==> config.mk <==
export PLATFORM = sky130hd
export DESIGN_NAME = isqrt_seq
export DESIGN_NICKNAME = d
export VERILOG_FILES = /design/src/rtl/isqrt_seq.sv
export SDC_FILE = /design/constraint.sdc
export NUM_CORES = 1
export LEC_CHECK = 0
export ABC_AREA = 1
export BUFFER_PORTS_ARGS = -buffer_cell sky130_fd_sc_hd__buf_2
export CAP_MARGIN = 30
export CORE_ASPECT_RATIO = 1.1
export CORE_MARGIN = 5
export CORE_UTILIZATION = 35
export CTS_BUF_LIST = sky130_fd_sc_hd__clkbuf_16
export DETAILED_ROUTE_END_ITERATION = 12
export GPL_TIMING_DRIVEN = 1
export SYNTH_ARGS = -nofsm -noshare
export SYNTH_HDL_FRONTEND = slang
export SYNTH_SLANG_ARGS = --single-unit
==> constraint.sdc <==
create_clock -name clk -period 4.2 [get_ports clk]
set_input_delay 0.63 -clock clk [delete_from_list [all_inputs] [get_ports clk]]
set_output_delay 0.63 -clock clk [all_outputs]
set_load 0.01 [all_outputs]
==> src/rtl/isqrt_seq.sv <==
// isqrt_seq -- sequential integer square root, one result bit per clock.
//
// Takes the signed sum of squares from the square-results adder and returns
// its floor square root (the Euclidean magnitude) and the remainder. The
// digit-by-digit (restoring) method retires two operand bits per clock, so a
// result takes RES_WIDTH clocks after the operand is accepted. A negative
// operand means the adder overflowed upstream. It is flagged on out_err
// without running the iteration.
//
// Ports:
//   clk        clock, rising edge
//   rst_n      asynchronous active-low reset
//   in_valid   in_data valid
//   in_ready   stage can accept an operand (high only in IDLE)
//   in_data    signed two's-complement operand, IN_WIDTH bits
//   out_valid  result valid, held until out_ready
//   out_ready  downstream accepts the result
//   out_root   unsigned root, RES_WIDTH bits
//   out_rem    unsigned remainder in_data - floor_root^2, RES_WIDTH+1 bits
//   out_err    operand was negative
//
// Optional feature macro: ISQRT_ROUND_EN
//   When defined, out_root is rounded to the nearest integer. out_rem still
//   reports the floor remainder.

module isqrt_seq #(
  parameter int IN_WIDTH = 32
) (
  input  logic                    clk,
  input  logic                    rst_n,
  input  logic                    in_valid,
  output logic                    in_ready,
  input  logic [IN_WIDTH-1:0]     in_data,
  output logic                    out_valid,
  input  logic                    out_ready,
  output logic [IN_WIDTH/2-1:0]   out_root,
  output logic [IN_WIDTH/2:0]     out_rem,
  output logic                    out_err
);

  localparam int RES_WIDTH = IN_WIDTH / 2;
  localparam int REM_W     = RES_WIDTH + 2;
  localparam int CNT_W     = (RES_WIDTH > 1) ? $clog2(RES_WIDTH) : 1;

  typedef enum logic [1:0] {
    IDLE = 2'd0,
    CALC = 2'd1,
    DONE = 2'd2
  } state_t;

  state_t                state_q, state_d;
  logic [IN_WIDTH-1:0]   op_q, op_d;
  logic [REM_W-1:0]      rem_q, rem_d;
  logic [RES_WIDTH-1:0]  root_q, root_d;
  logic [CNT_W-1:0]      cnt_q, cnt_d;
  logic [RES_WIDTH-1:0]  out_root_q, out_root_d;
  logic [RES_WIDTH:0]    out_rem_q, out_rem_d;
  logic                  out_err_q, out_err_d;
  logic                  out_valid_q, out_valid_d;
  logic                  in_ready_q, in_ready_d;

  // One digit step of the restoring square root.
  logic [REM_W-1:0]      rem_shift;
  logic [REM_W-1:0]      trial;
  logic [REM_W-1:0]      rem_step;
  logic [RES_WIDTH-1:0]  root_step;
  logic [RES_WIDTH-1:0]  final_root;

  always_comb begin
    // Before the final step the partial remainder is at most 2*root, and the
    // partial root is below 2^(RES_WIDTH-1). This means the top two remainder
    // bits and the top root bit are zero, so they can be dropped by the shift.
    rem_shift = {rem_q[REM_W-3:0], op_q[IN_WIDTH-1 -: 2]};
    trial     = {root_q, 2'b01};
    if (rem_shift >= trial) begin
      rem_step  = rem_shift - trial;
      root_step = {root_q[RES_WIDTH-2:0], 1'b1};
    end else begin
      rem_step  = rem_shift;
      root_step = {root_q[RES_WIDTH-2:0], 1'b0};
    end
`ifdef ISQRT_ROUND_EN
    // Round half-up: x >= (r+0.5)^2 holds exactly when rem > r. The signed
    // input keeps the root below 2^(RES_WIDTH-0.5), so r+1 cannot wrap.
    if (rem_step > {2'b00, root_step}) begin
      final_root = root_step + 1'b1;
    end else begin
      final_root = root_step;
    end
`else
    final_root = root_step;
`endif
  end

  // Next-state and next-output logic for the IDLE -> CALC -> DONE sequence.
  always_comb begin
    state_d     = state_q;
    op_d        = op_q;
    rem_d       = rem_q;
    root_d      = root_q;
    cnt_d       = cnt_q;
    out_root_d  = out_root_q;
    out_rem_d   = out_rem_q;
    out_err_d   = out_err_q;
    out_valid_d = out_valid_q;
    in_ready_d  = in_ready_q;

    unique case (state_q)
      IDLE: begin
        in_ready_d = 1'b1;
        if (in_valid && in_ready_q) begin
          in_ready_d = 1'b0;
          if (in_data[IN_WIDTH-1]) begin
            // A negative operand skips the iteration and reports the error.
            state_d     = DONE;
            out_root_d  = '0;
            out_rem_d   = '0;
            out_err_d   = 1'b1;
            out_valid_d = 1'b1;
          end else begin
            state_d = CALC;
            op_d    = in_data;
            rem_d   = '0;
            root_d  = '0;
            cnt_d   = CNT_W'(RES_WIDTH - 1);
          end
        end
      end

      CALC: begin
        in_ready_d = 1'b0;
        op_d       = {op_q[IN_WIDTH-3:0], 2'b00};
        rem_d      = rem_step;
        root_d     = root_step;
        cnt_d      = cnt_q - 1'b1;
        if (cnt_q == '0) begin
          cnt_d       = '0;
          state_d     = DONE;
          out_root_d  = final_root;
          out_rem_d   = rem_step[RES_WIDTH:0];
          out_err_d   = 1'b0;
          out_valid_d = 1'b1;
        end
      end

      DONE: begin
        // Holding here while out_ready is low keeps every output stable.
        // in_ready stays low on the handshake edge, so a new operand can be
        // accepted only on a later edge.
        in_ready_d = 1'b0;
        if (out_ready) begin
          out_valid_d = 1'b0;
          in_ready_d  = 1'b1;
          state_d     = IDLE;
        end
      end

      default: begin
        state_d     = IDLE;
        out_valid_d = 1'b0;
        in_ready_d  = 1'b1;
      end
    endcase
  end

  // Resetting abandons any operation in flight. No result is presented for it.
  always_ff @(posedge clk or negedge rst_n) begin
    if (!rst_n) begin
      state_q     <= IDLE;
      op_q        <= '0;
      rem_q       <= '0;
      root_q      <= '0;
      cnt_q       <= '0;
      out_root_q  <= '0;
      out_rem_q   <= '0;
      out_err_q   <= 1'b0;
      out_valid_q <= 1'b0;
      in_ready_q  <= 1'b1;
    end else begin
      state_q     <= state_d;
      op_q        <= op_d;
      rem_q       <= rem_d;
      root_q      <= root_d;
      cnt_q       <= cnt_d;
      out_root_q  <= out_root_d;
      out_rem_q   <= out_rem_d;
      out_err_q   <= out_err_d;
      out_valid_q <= out_valid_d;
      in_ready_q  <= in_ready_d;
    end
  end

  assign in_ready  = in_ready_q;
  assign out_valid = out_valid_q;
  assign out_root  = out_root_q;
  assign out_rem   = out_rem_q;
  assign out_err   = out_err_q;

endmodule

# Word-level counts from Yosys, hierarchy flattened

Cells that the tools add are included.

Output and inout port bits: 36
Memory bits (read-only): 0
Memories kept: 0
Word-level logic and storage cells: 66
Bits of input ports: 36
Register bits: 106
Latch bits: 0
Bits in writable memories: 0

Multiplexer cells: 38
Shifts and indexed selects: 0
$lt $le $gt $ge: 1
Bitwise logic cells: 0
Reduce and logical (&&, ||, !) cells: 8
Add/sub/neg operators: 2
Multipliers: 0
Divide/modulo/power cells: 0
Equal/unequal tests: 7

Operators by type and width:

| kind                | number |
|---|---|
| $mux 16             | 7 |
| $pmux 16 s2         | 3 |
| $mux 17             | 4 |
| $mux 32             | 2 |
| $pmux 32 s2         | 1 |
| $pmux 17 s2         | 1 |
| $ge 18x18->1        | 1 |
| $sub 17x17->17      | 1 |
| $mux 4              | 3 |
| $ne 2x2->1 const B  | 5 |
| $mux 1              | 8 |
| $mux 2              | 4 |
| $pmux 4 s2          | 1 |
| $reduce_and 4->1    | 2 |
| $pmux 1 s3          | 2 |
| $pmux 2 s3          | 1 |
| $reduce_and 3->1    | 2 |
| $logic_not 4->1     | 1 |
| $sub 4x1->4 const B | 1 |
| $eq 2x1->1 const B  | 1 |
| $eq 2x2->1 const B  | 1 |
| $logic_not 2->1     | 1 |
| $pmux 1 s2          | 1 |
| $reduce_bool 2->1   | 1 |
| $logic_and 1x1->1   | 1 |

# Logic depth before layout (Yosys ltp)

Depth in word-level cells: 4
Depth in mapped cells: 14
Mapped depth without buffers: 14

# Least setup slack after synthesis

Ideal clock, no wire load.

Path kind: register to register
From: reg rem_q[9]
To: reg rem_q[4]
Data required time: 4,074 ps
Buffers on the path: 1
Arrival: 1,709 ps
Library setup time: 126 ps
Stages on the path, launching flop included: 13
Clock period less this slack: 1,835 ps
Setup slack: 2,365 ps
Cell sequence: dfrtp_1 -> ha_1 -> nand2_1 -> inv_1 -> nand2_1 -> nor2_2 -> nand3_1 -> nand2_2 -> nor2_4 -> buf_2 -> nand3_1 -> nand3_1 -> o21ai_0

Longest elaborated chain between the ends: 3

RTL lines:

| item                   | RTL line | source |
|---|---|---|
| start, declared        | 53       | `logic [REM_W-1:0] rem_q, rem_d;` |
| start signal, assigned | 182      | `rem_q <= rem_d;` |
| $ge 18x18->1           | 75       | `if (rem_shift >= trial) begin` |
| $mux 17                | 75       |  |
| $pmux 16 s2            | 108      | `unique case (state_q)` |

Every way passes these cells.
A chain may end at the register's enable or synchronous reset.

# Worst setup path after layout

From: reg state_q[1]
To: reg op_q[11]

Longest elaborated chain between the ends: 3
Elaborated cells between the ends (all ways): 7
Those cells by class: eq/ne (3); mux (1); reduce/logical (3)

RTL lines:

| item                                                             | RTL line | source |
|---|---|---|
| start, declared                                                  | 51       | `state_t state_q, state_d;` |
| start signal, assigned                                           | 180      | `state_q <= state_d;` |
| $eq 2x1->1 or $logic_not 2->1 (tied branches)                    | 108      |  |
| $reduce_bool 2->1 (no source line) or $ne 2x2->1 (tied branches) | n/a      |  |
| $reduce_and 3->1 (no source line)                                | n/a      |  |
| end signal, assigned                                             | 181      | `op_q <= op_d;` |
| end, declared                                                    | 52       | `logic [IN_WIDTH-1:0] op_q, op_d;` |

Parallel ways exist; a longest one is shown, timed or not.

==> impl_metrics.toml <==
[status]
status = "finished, final reports clean"

[layout]
fillers = 1640
multi_input_area_mm2 = 0.00241
diodes = 0
drive_gt1_share_pct = 14.0
fin_nets = 829
syn_to_final_growth_pct = 14.3
stdcell_count = 980
seqCellArea_mm2 = 0.00265
fin_area_mm2 = 0.00648

[yosys]
yosysTopAreaCellShare_pct = 46.4
ys_async_sr_fraction_pct = 100
yosysTopAreaCell = "dfrtp_1"
synth-main-ff-cell = "dfrtp_1"
netlist_area_mm2 = 0.00567
synth_seq_area_share_pct = 46.8
synth.most_common_cell = "nand2_1"
syn_avg_cell_area_um2 = 7.89
ys_ff_latch = 106
yosys_warnings = 0
netlist_instances = 718
synth_edf_count = 0
ys_types = 34
synthesis.nets = 772
synth_common_cells = "nand2_1, inv_1, dfrtp_1, nand3_1, o21ai_0"
synth_area_leaders = "dfrtp_1, nand2_1, inv_1"

[global_routing]
use_met3_pct = 4.94
grt_pass1_wl_mm = 23.5
grt_pass1_vias = 4667
antenna_found_initial = 0
track_usage_pct = 15.3
grt-ovfl-total = 0
use_met1_pct = 19.3
grt_start_max_net_pins = 63
grt_use_met2_pct = 25.5
grt-busiest-layer = "met2"

[pwr]
leakagePower_nw = 3.38
peakVddDrop_mv = 0.333
power.density_mw_per_mm2 = 959

[cts]
post_cts_buffers = 0
clkLatencyLatePin_ns = 0.36
root_buffer = "clkbuf_16"
cts_hold_buf = 0
clock-sinks = 106
htreeDepth = 3
clock_path_buffers = 2
cts_resized = 0
tritoncts = "built"
cts_buffers = 9
cts.clk_slew.worst_paths_ns = 0.08

[worst_hold_path]
hp-class = "in -> async"

[sta]
worstMarginPinSlew_ns = 0.939
fin_setup_tns_ns = 0
maxSlewViolCount = 0
clock_skew_ns = 0.0130
fmax_ghz = 0.351
finalCritPeriodShare_pct = 67.9
relSlewSlack_pct = 37.4
setup_viol = 0
fin_crit_ns = 2.85
rsz0062_at_grt = "no"
finalHoldViolations = 0

[die]
fp.dieH_um = 143
initial_core_util_pct = 35.9
core_area_mm2 = 0.0158
dieArea_mm2 = 0.0188
rows = 48
io_pins = 72
die_w_um = 131

[worst_setup_path]
crit_top_cell = "nand2_1"
rr_worst_depth = 7
crit_path_start = "state_q[1]"
cp.required_ns = 4.40
cp_data_arrival_time_ns = 3.06
rrSetupSlack_ns = 1.35
cp-start-kind = "flop"
crit_family = "buffers and inverters"
cp-end-kind = "flop"
critPathSlowestCell = "inv_2"
r2r_start = "state_q[1]"
cpPeakStageDelay_ns = 0.91
cp_max_fo = 57
path_buf_inv = 3
path_cells = "inv_1 > nand2_1 > inv_2 > buf_4 > nand2_1 > o211ai_1 > o21ai_0"
r2r_end = "op_q[11]"
critical_path_class = "reg -> reg"

[place]
gp_congestion = 0.884
post-dp-hpwl_mm = 10.0
io_buffer_count = 71
dp.cells = 964
placement.cell_area_mm2 = 0.00616

[drt]
wire_per_inst_um = 14.4
drtIter0Drc = 290
num_vias = 4746
viasPerCell = 4.84
drt-total-wl_mm = 14.1
ant_nets = 0
dr.pass1.iters = 5
remaining_drc_errors = 0

[job]
cap_violations = 0
==> cell families after synthesis <==
family	count (synthesis)	share of synthesized area (%)
and+or+nand+nor	309	23.3
xor gates and xnor gates	8	1.24
AOI/OAI and AO/OA	130	13.8
adders and majority gates	18	3.97
DFF	106	46.8
buffers and inverters	147	10.8
==> metrics by stage <==
stage               power (mW)  utilization [%]  setup WS, ns  hold WS (ns)
finish                    6.21             41.0          1.35         0.350
global route              6.88             41.0          1.06         0.432
CTS                       6.27             41.0          1.36         0.384
detailed placement        5.32             39.0          1.39         0.462
global placement          5.27             39.0          1.46         0.461
floorplan                 4.50                -          2.36         0.334
==> final cells by class <==
type                       instances  area share, %
tap                              200           3.86
multi-input combinational        465           37.2
sequential                       106           40.9
timing repair buffer              76           6.29
inverter                         117           6.78
clock inverter                     7           1.45
clock buffer                       9           3.47
==> sequential cells by signal (all words and copies together) (netlist names) <==
name,flops
out_rem,17
rem_q,16
root_q,16
state_q,2
out_valid,1
out_err,1
cnt_q,4
in_ready,1
op_q,32
out_root,16
==> cells in the final DEF (no fill, tap or decap), types with 9 or more instances in the layout <==
| master | synthesis | final |
|---|---|---|
| a21oi_1 | 11 | 10 |
| buf_2 | 8 | 70 |
| clkbuf_16 | 0 | 9 |
| dfrtp_1 | 105 | 105 |
| ha_1 | 18 | 18 |
| inv_1 | 113 | 113 |
| nand2_1 | 203 | 203 |
| nand3_1 | 57 | 57 |
| nand4_1 | 11 | 11 |
| nor2_1 | 18 | 18 |
| o211ai_1 | 29 | 29 |
| o21ai_0 | 52 | 52 |
| o22ai_1 | 16 | 16 |
| o31ai_1 | 12 | 12 |
==> worst max path at each step <==
stage | endpoint | cells past startpoint | slack (ns)
final | op_q[11] | 7 | 1.35
after global routing | op_q[4] | 7 | 1.06
after CTS | op_q[11] | 7 | 1.36
after detailed placement | op_q[13] | 7 | 1.39
after global placement | op_q[17] | 7 | 1.46
after floorplan | rem_q[4] | 12 | 2.36
==> per-layer routing <==
metal,vias up,routed length (µm)
met5,-,0
met1,2181,6430
met3,17,848
met4,0,246
li1,2435,-
met2,113,6570
==> where the power goes <==
part	internal (mW)	leakage [nW]	switching, mW
clock network	0.523	0.159	0.396
logic	1.18	1.86	2.46
registers	1.46	1.36	0.192
total	3.16	3.38	3.05
Power figures use the tool's default switching activity.
